**src/rtl/range_parser_if.sv**
```systemverilog
// ---------------------------------------------------------------------------
// range_parser_if
// Groups the byte-stream handshake, the range-FIFO write port and the parser
// status signals of range_parser.
//   master : the parser side (consumes bytes, writes ranges, reports status)
//   slave  : the environment side (byte source, FIFO, status observer)
// Signals:
//   in_valid / in_byte / in_ready   ASCII byte stream handshake
//   wr_en, input_range_low/high,
//   input_range_fresh, fifo_full    range-FIFO write port
//   ranges_done, range_count, err   sticky status and write counter
// ---------------------------------------------------------------------------
interface range_parser_if #(
  parameter int ADDR_W = 17,
  parameter int CNT_W  = 16
);
  logic              in_valid;
  logic [7:0]        in_byte;
  logic              in_ready;
  logic              wr_en;
  logic [ADDR_W-1:0] input_range_low;
  logic [ADDR_W-1:0] input_range_high;
  logic              input_range_fresh;
  logic              fifo_full;
  logic              ranges_done;
  logic [CNT_W-1:0]  range_count;
  logic              err;

  modport master (
    input  in_valid, in_byte, fifo_full,
    output in_ready, wr_en, input_range_low, input_range_high,
           input_range_fresh, ranges_done, range_count, err
  );

  modport slave (
    output in_valid, in_byte, fifo_full,
    input  in_ready, wr_en, input_range_low, input_range_high,
           input_range_fresh, ranges_done, range_count, err
  );
endinterface

```
**src/rtl/range_parser.sv**
```systemverilog
// ---------------------------------------------------------------------------
// range_parser
// Parses an ASCII list of "low-high\n" lines into inclusive address ranges
// and writes each one to a range FIFO. A blank line ends the list; any
// malformed input latches a sticky error and drains the rest of the stream.
// Ports:
//   clk   rising-edge clock
//   rst   synchronous active-high reset
//   bus   range_parser_if.master (byte stream in, FIFO write out, status)
// Parameters:
//   ADDR_W  width of each range bound
//   CNT_W   width of range_count
// ---------------------------------------------------------------------------
module range_parser #(
  parameter int ADDR_W = 17,
  parameter int CNT_W  = 16
) (
  input  logic           clk,
  input  logic           rst,
  range_parser_if.master bus
);

  // Four spare bits let acc*10+digit be formed without wrapping before the
  // overflow comparison.
  localparam int ACC_W = ADDR_W + 4;
  localparam logic [ACC_W-1:0] BOUND_MAX = {{4{1'b0}}, {ADDR_W{1'b1}}};

  typedef enum logic [2:0] {
    LOW,
    HIGH,
    EMIT,
    DONE,
    ERR
  } state_t;

  state_t            state_reg;
  logic [ACC_W-1:0]  acc_low_reg;
  logic [ACC_W-1:0]  acc_high_reg;
  logic              seen_low_reg;
  logic              seen_high_reg;
  logic [ADDR_W-1:0] low_reg;
  logic [ADDR_W-1:0] high_reg;
  logic [CNT_W-1:0]  count_reg;

  logic             is_digit;
  logic             is_dash;
  logic             is_lf;
  logic             is_cr;
  logic [ACC_W-1:0] digit_ext;
  logic [ACC_W-1:0] acc_low_next;
  logic [ACC_W-1:0] acc_high_next;
  logic             consume;
  logic             in_ready_int;
  logic             wr_en_int;

  always_comb begin
    is_digit      = (bus.in_byte >= 8'h30) && (bus.in_byte <= 8'h39);
    is_dash       = (bus.in_byte == 8'h2D);
    is_lf         = (bus.in_byte == 8'h0A);
    is_cr         = (bus.in_byte == 8'h0D);
    digit_ext     = ACC_W'(bus.in_byte[3:0]);
    acc_low_next  = (acc_low_reg << 3) + (acc_low_reg << 1) + digit_ext;
    acc_high_next = (acc_high_reg << 3) + (acc_high_reg << 1) + digit_ext;
  end

  // rst gates the handshake outputs directly so they are quiet for the whole
  // reset cycle, and so in_ready rises in the very first cycle after release.
  assign in_ready_int = !rst && (state_reg != EMIT);
  assign wr_en_int    = !rst && (state_reg == EMIT) && !bus.fifo_full;
  assign consume      = bus.in_valid && in_ready_int;

  always_ff @(posedge clk) begin
    if (rst) begin
      state_reg     <= LOW;
      acc_low_reg   <= '0;
      acc_high_reg  <= '0;
      seen_low_reg  <= 1'b0;
      seen_high_reg <= 1'b0;
      low_reg       <= '0;
      high_reg      <= '0;
      count_reg     <= '0;
    end else begin
      case (state_reg)
        LOW: begin
          if (consume && !is_cr) begin
            if (is_digit) begin
              if (acc_low_next > BOUND_MAX) begin
                state_reg <= ERR;
              end else begin
                acc_low_reg  <= acc_low_next;
                seen_low_reg <= 1'b1;
              end
            end else if (is_dash) begin
              state_reg <= seen_low_reg ? HIGH : ERR;
            end else if (is_lf) begin
              state_reg <= seen_low_reg ? ERR : DONE;
            end else begin
              state_reg <= ERR;
            end
          end
        end

        HIGH: begin
          if (consume && !is_cr) begin
            if (is_digit) begin
              if (acc_high_next > BOUND_MAX) begin
                state_reg <= ERR;
              end else begin
                acc_high_reg  <= acc_high_next;
                seen_high_reg <= 1'b1;
              end
            end else if (is_lf && seen_high_reg) begin
              // Bounds are ordered and captured here, so the accumulators
              // can be cleared now and EMIT only has to hold the bounds.
              if (acc_low_reg <= acc_high_reg) begin
                low_reg  <= ADDR_W'(acc_low_reg);
                high_reg <= ADDR_W'(acc_high_reg);
              end else begin
                low_reg  <= ADDR_W'(acc_high_reg);
                high_reg <= ADDR_W'(acc_low_reg);
              end
              acc_low_reg   <= '0;
              acc_high_reg  <= '0;
              seen_low_reg  <= 1'b0;
              seen_high_reg <= 1'b0;
              state_reg     <= EMIT;
            end else begin
              state_reg <= ERR;
            end
          end
        end

        EMIT: begin
          if (!bus.fifo_full) begin
            if (count_reg != {CNT_W{1'b1}}) begin
              count_reg <= count_reg + 1'b1;
            end
            state_reg <= LOW;
          end
        end

        DONE: state_reg <= DONE;
        ERR:  state_reg <= ERR;
        default: state_reg <= ERR;
      endcase
    end
  end

  assign bus.in_ready          = in_ready_int;
  assign bus.wr_en             = wr_en_int;
  assign bus.input_range_low   = low_reg;
  assign bus.input_range_high  = high_reg;
  assign bus.input_range_fresh = wr_en_int;
  assign bus.range_count       = count_reg;
  assign bus.ranges_done       = (state_reg == DONE);
  assign bus.err               = (state_reg == ERR);

endmodule

```
**src/flat_wrapper.sv**
```systemverilog
// flat-port wrapper written by rule: the top's interface ports become plain ports
module range_parser_flat 
#(
  parameter int ADDR_W = 17,
  parameter int CNT_W  = 16
)
  (clk, rst, bus_in_valid, bus_in_byte, bus_fifo_full, bus_in_ready, bus_wr_en, bus_input_range_low, bus_input_range_high, bus_input_range_fresh, bus_ranges_done, bus_range_count, bus_err);
  range_parser_if #(.ADDR_W(ADDR_W), .CNT_W(CNT_W)) bus_i ();
  input  logic clk;
  input  logic rst;
  input wire logic [$bits(bus_i.in_valid)-1:0] bus_in_valid;
  input wire logic [$bits(bus_i.in_byte)-1:0] bus_in_byte;
  input wire logic [$bits(bus_i.fifo_full)-1:0] bus_fifo_full;
  output wire logic [$bits(bus_i.in_ready)-1:0] bus_in_ready;
  output wire logic [$bits(bus_i.wr_en)-1:0] bus_wr_en;
  output wire logic [$bits(bus_i.input_range_low)-1:0] bus_input_range_low;
  output wire logic [$bits(bus_i.input_range_high)-1:0] bus_input_range_high;
  output wire logic [$bits(bus_i.input_range_fresh)-1:0] bus_input_range_fresh;
  output wire logic [$bits(bus_i.ranges_done)-1:0] bus_ranges_done;
  output wire logic [$bits(bus_i.range_count)-1:0] bus_range_count;
  output wire logic [$bits(bus_i.err)-1:0] bus_err;
  assign bus_i.in_valid = bus_in_valid;
  assign bus_i.in_byte = bus_in_byte;
  assign bus_i.fifo_full = bus_fifo_full;
  assign bus_in_ready = bus_i.in_ready;
  assign bus_wr_en = bus_i.wr_en;
  assign bus_input_range_low = bus_i.input_range_low;
  assign bus_input_range_high = bus_i.input_range_high;
  assign bus_input_range_fresh = bus_i.input_range_fresh;
  assign bus_ranges_done = bus_i.ranges_done;
  assign bus_range_count = bus_i.range_count;
  assign bus_err = bus_i.err;
  range_parser #(.ADDR_W(ADDR_W), .CNT_W(CNT_W)) u_core (.clk(clk), .rst(rst), .bus(bus_i));
endmodule
```
**config.mk**
```make
export PLATFORM = sky130hd
export DESIGN_NAME = range_parser_flat
export DESIGN_NICKNAME = d
export VERILOG_FILES = /design/src/rtl/range_parser_if.sv /design/src/rtl/range_parser.sv /design/src/flat_wrapper.sv
export SDC_FILE = /design/constraint.sdc
export NUM_CORES = 1
export LEC_CHECK = 0
export BUFFER_PORTS_ARGS = -buffer_cell sky130_fd_sc_hd__buf_2
export CAP_MARGIN = 20
export CORE_AREA = 10 10 105 200
export DETAILED_ROUTE_END_ITERATION = 7
export DIE_AREA = 0 0 115 210
export PLACE_DENSITY_LB_ADDON = 0.08
export SLEW_MARGIN = 20
export SYNTH_ARGS = -nofsm -noshare
export SYNTH_HDL_FRONTEND = slang
export SYNTH_SLANG_ARGS = --single-unit
```
**constraint.sdc**
```tcl
create_clock -name clk -period 4 [get_ports clk]
set_clock_uncertainty 0.1 [all_clocks]
set_input_delay 0.4 -clock clk [delete_from_list [all_inputs] [get_ports clk]]
set_output_delay 0.4 -clock clk [all_outputs]
set_load 0.01 [all_outputs]
```
==> flow_summary.yaml <==
synth:
  ys_types: 74
  synth_seq_cells: 97
  yosys.area_share.simple_pct: 16.6
  synthTopCellsByCount: "97 x dfxtp_1, 94 x ha_1, 90 x nand2_1, 75 x a21oi_1, 69 x mux2i_1"
  synth_compound_area_share_pct: 18.8
  synthMuxAreaShare_pct: 10.2
  synth_xor_area_share_pct: 5.15
  synth_top_family_by_area: "compound AO/OA/AOI/OAI gates"
  yosys.area.top_type: "dfxtp_1"
  ys_warn_count: 0
  yosysSeqAreaShare_pct: 27.2
  syn_nets: 948
  postSynth.asyncResetShare_pct: 0
  yosys_most_used_dff: "dfxtp_1"
  syn-instance-count: 838
  synth.most_common_cell: "dfxtp_1"
  synth_edf_count: 0
  synthTopCellsByArea: "dfxtp_1 27%, ha_1 16%, mux2i_1 9.7%, a21oi_1 5.3%, nand2_1 4.7%"
  yosysTopAreaCellShare_pct: 27.2
  syn-cell-area_um2: 7140
  synth_adder_area_share_pct: 17.6
  syn_avg_cell_area_um2: 8.52
timing:
  drv_slew: 0
  fmax_ghz: 0.267
  rsz0062_at_grt: "false"
  finalCritPeriodShare_pct: 93.7
  tns_ns: 0
  worstMarginPinSlew_ns: 0.555
  slew_headroom_pct: 62.6
  hold_viol: 0
  fin_crit_ns: 3.75
  setup_viol: 0
  setup_ws_ns: 0.253
detailed_routing:
  postRouteAntennaNets: 0
  drt_iter0_drc: 263
  avgViaCountPerCell: 5.63
  wl_per_cell_um: 19.8
  drt-pass1-iter-count: 6
  vias: 6315
  drc: 0
  drt-total-wl_um: 22200
critical_path:
  slowest_delay_ns: 0.53
  criticalPathCategory: "reg2reg"
  path_depth: 11
  worstPathArrival_ns: 3.88
  required_ns: 4.14
  cp_max_fo: 10
  worst_path_max_delay_cell: "dfxtp_1"
  crit_family: "compound AO/OA/AOI/OAI gates"
  crit_chain: "ha_1 -> ha_1 -> o211ai_1 -> nand2_2 -> o22a_2 -> a211oi_2 -> mux2_2 -> nor4_4 -> a31oi_4 -> buf_4 -> mux2i_1"
  start_kind: "register"
  crit_buf_inv: 1
  cpMostUsedCell: "ha_1"
  reg2regPathDepth: 11
  end_kind: "register"
clock_tree:
  clock_sinks: 97
  cts_setup_buffers: 0
  cts_buffer_depth: 2
  clk_pin_slew_ns: 0.07
  clockRootBuffer: "clkbuf_16"
  ctsResizeCount: 0
  cts_tree: "built"
  cts_buffers: 9
  htree_levels: 3
  cts_hold_buffers: 0
  clock_latency_ns: 0.36
layout:
  fin_cells: 1121
  fillers: 1805
  area_growth_syn_to_layout_pct: 12.9
  num_antenna_cells: 0
  fin_nets: 1013
  fin_util_pct: 45.3
  drive_gt1_share_pct: 14.1
floorplan:
  die_w_um: 115
  die_y_um: 210
  initial_utilization_pct: 40.2
  rows: 69
  dieArea_um2: 24200
  io_pins: 67
  core_area_um2: 17800
global_route:
  grt_max_degree: 57
  grt_pass1_vias: 6556
  grt_usage_pct: 18.6
  grt-ovfl-total: 0
  antenna_found_initial: 0
  grt_pass1_wl_um: 35200
power_and_ir_drop:
  pwr-share-clk_pct: 46.0
  power_density_nw_per_um2: 240
  combPwrFrac_pct: 3.8
  swShare_pct: 23.7
  pwr-share-seq_pct: 50.2
  p_int_uw: 1480
  ir_drop_mv: 0.175
  power.leakage_uw: 0.00405
  p_switching_uw: 458
  p_total_uw: 1930
placement:
  gp_congestion: 0.901
  io_buffers: 66
  dp.cells: 1105
  place_ws_ns: 0.0861
  place_hpwl_um: 17500
worst_hold_path:
  min_path_cells: 3
  hold_path_class: "in2reg"
run:
  maxCapViolCount: 0
status:
  status: "complete, no violations"
[power groups by stage]
stage	registers, µW	clock network, µW	logic, µW
finish	970	890	74.0
global route	970	954	81.2
CTS	970	915	75.7
detailed placement	992	0	75.3
global placement	992	0	74.6
floorplan	991	0	43.2
[placed cells by master, fill, tap and decap left out, types with 5 or more instances in the layout]
cell / count
and3_1: 13
dfxtp_1: 97
nand3_1: 14
clkbuf_16: 9
xor2_1: 19
o21ai_1: 9
nand2_1: 90
nor3_1: 11
xnor2_1: 23
mux2i_1: 69
a21o_1: 14
o21ai_0: 55
o21a_1: 6
buf_4: 22
inv_1: 41
o211ai_1: 10
nand2b_1: 11
or3_1: 5
nand4_1: 11
a21oi_1: 75
ha_1: 94
nor2_1: 51
nor2b_1: 7
buf_2: 66
[per-layer routing]
layer | part of all wire (%) | global-route usage [%]
met1 | 38 | 18.8
met4 | 4.1 | 8.96
met5 | 0 | 0
met2 | 55 | 35.0
met3 | 2.9 | 2.96
[cell type report]
cell class	count	area (µm²)	area share [%]
tap	213	267	3.31
timing repair buffer	89	515	6.39
clock inverter	7	70.1	0.869
inverter	41	154	1.91
sequential	97	1940	24.1
clock buffer	9	225	2.79
multi-input combinational	665	4890	60.6
[tightest hold or removal path: cells and delay by family]
kind,cells,cell delay [ns]
simple gates,1,0.05
compound gates,1,0.06
buf+inv,1,0.11
[metrics by stage]
stage	cell area (µm²)	hold slack (ns)
after global placement	7770	0.369
after global routing	8060	0.206
final	8060	0.200
after detailed placement	7770	0.370
after CTS	8060	0.193
after floorplan	7140	0.345
[cells by family (layout without fill, tap and decap cells)]
kind of cell    count (synthesis)  in the layout
xor+xnor                       42             42
simple gates                  241            241
fa+ha+maj                      98             98
buf+inv                        76            146
flops                          97             97
compound gates                212            212
mux                            72             72
[path summary, 6_finish.rpt]
check        slack, ns                      end                    start
min reg2reg       0.39  u_core.acc_high_reg[20]  u_core.acc_high_reg[20]
max reg2reg       0.25   u_core.acc_high_reg[2]   u_core.acc_high_reg[4]
min               0.20      u_core.state_reg[1]            bus_fifo_full
max               0.25   u_core.acc_high_reg[2]   u_core.acc_high_reg[4]
(Power assumes the default switching activity.)
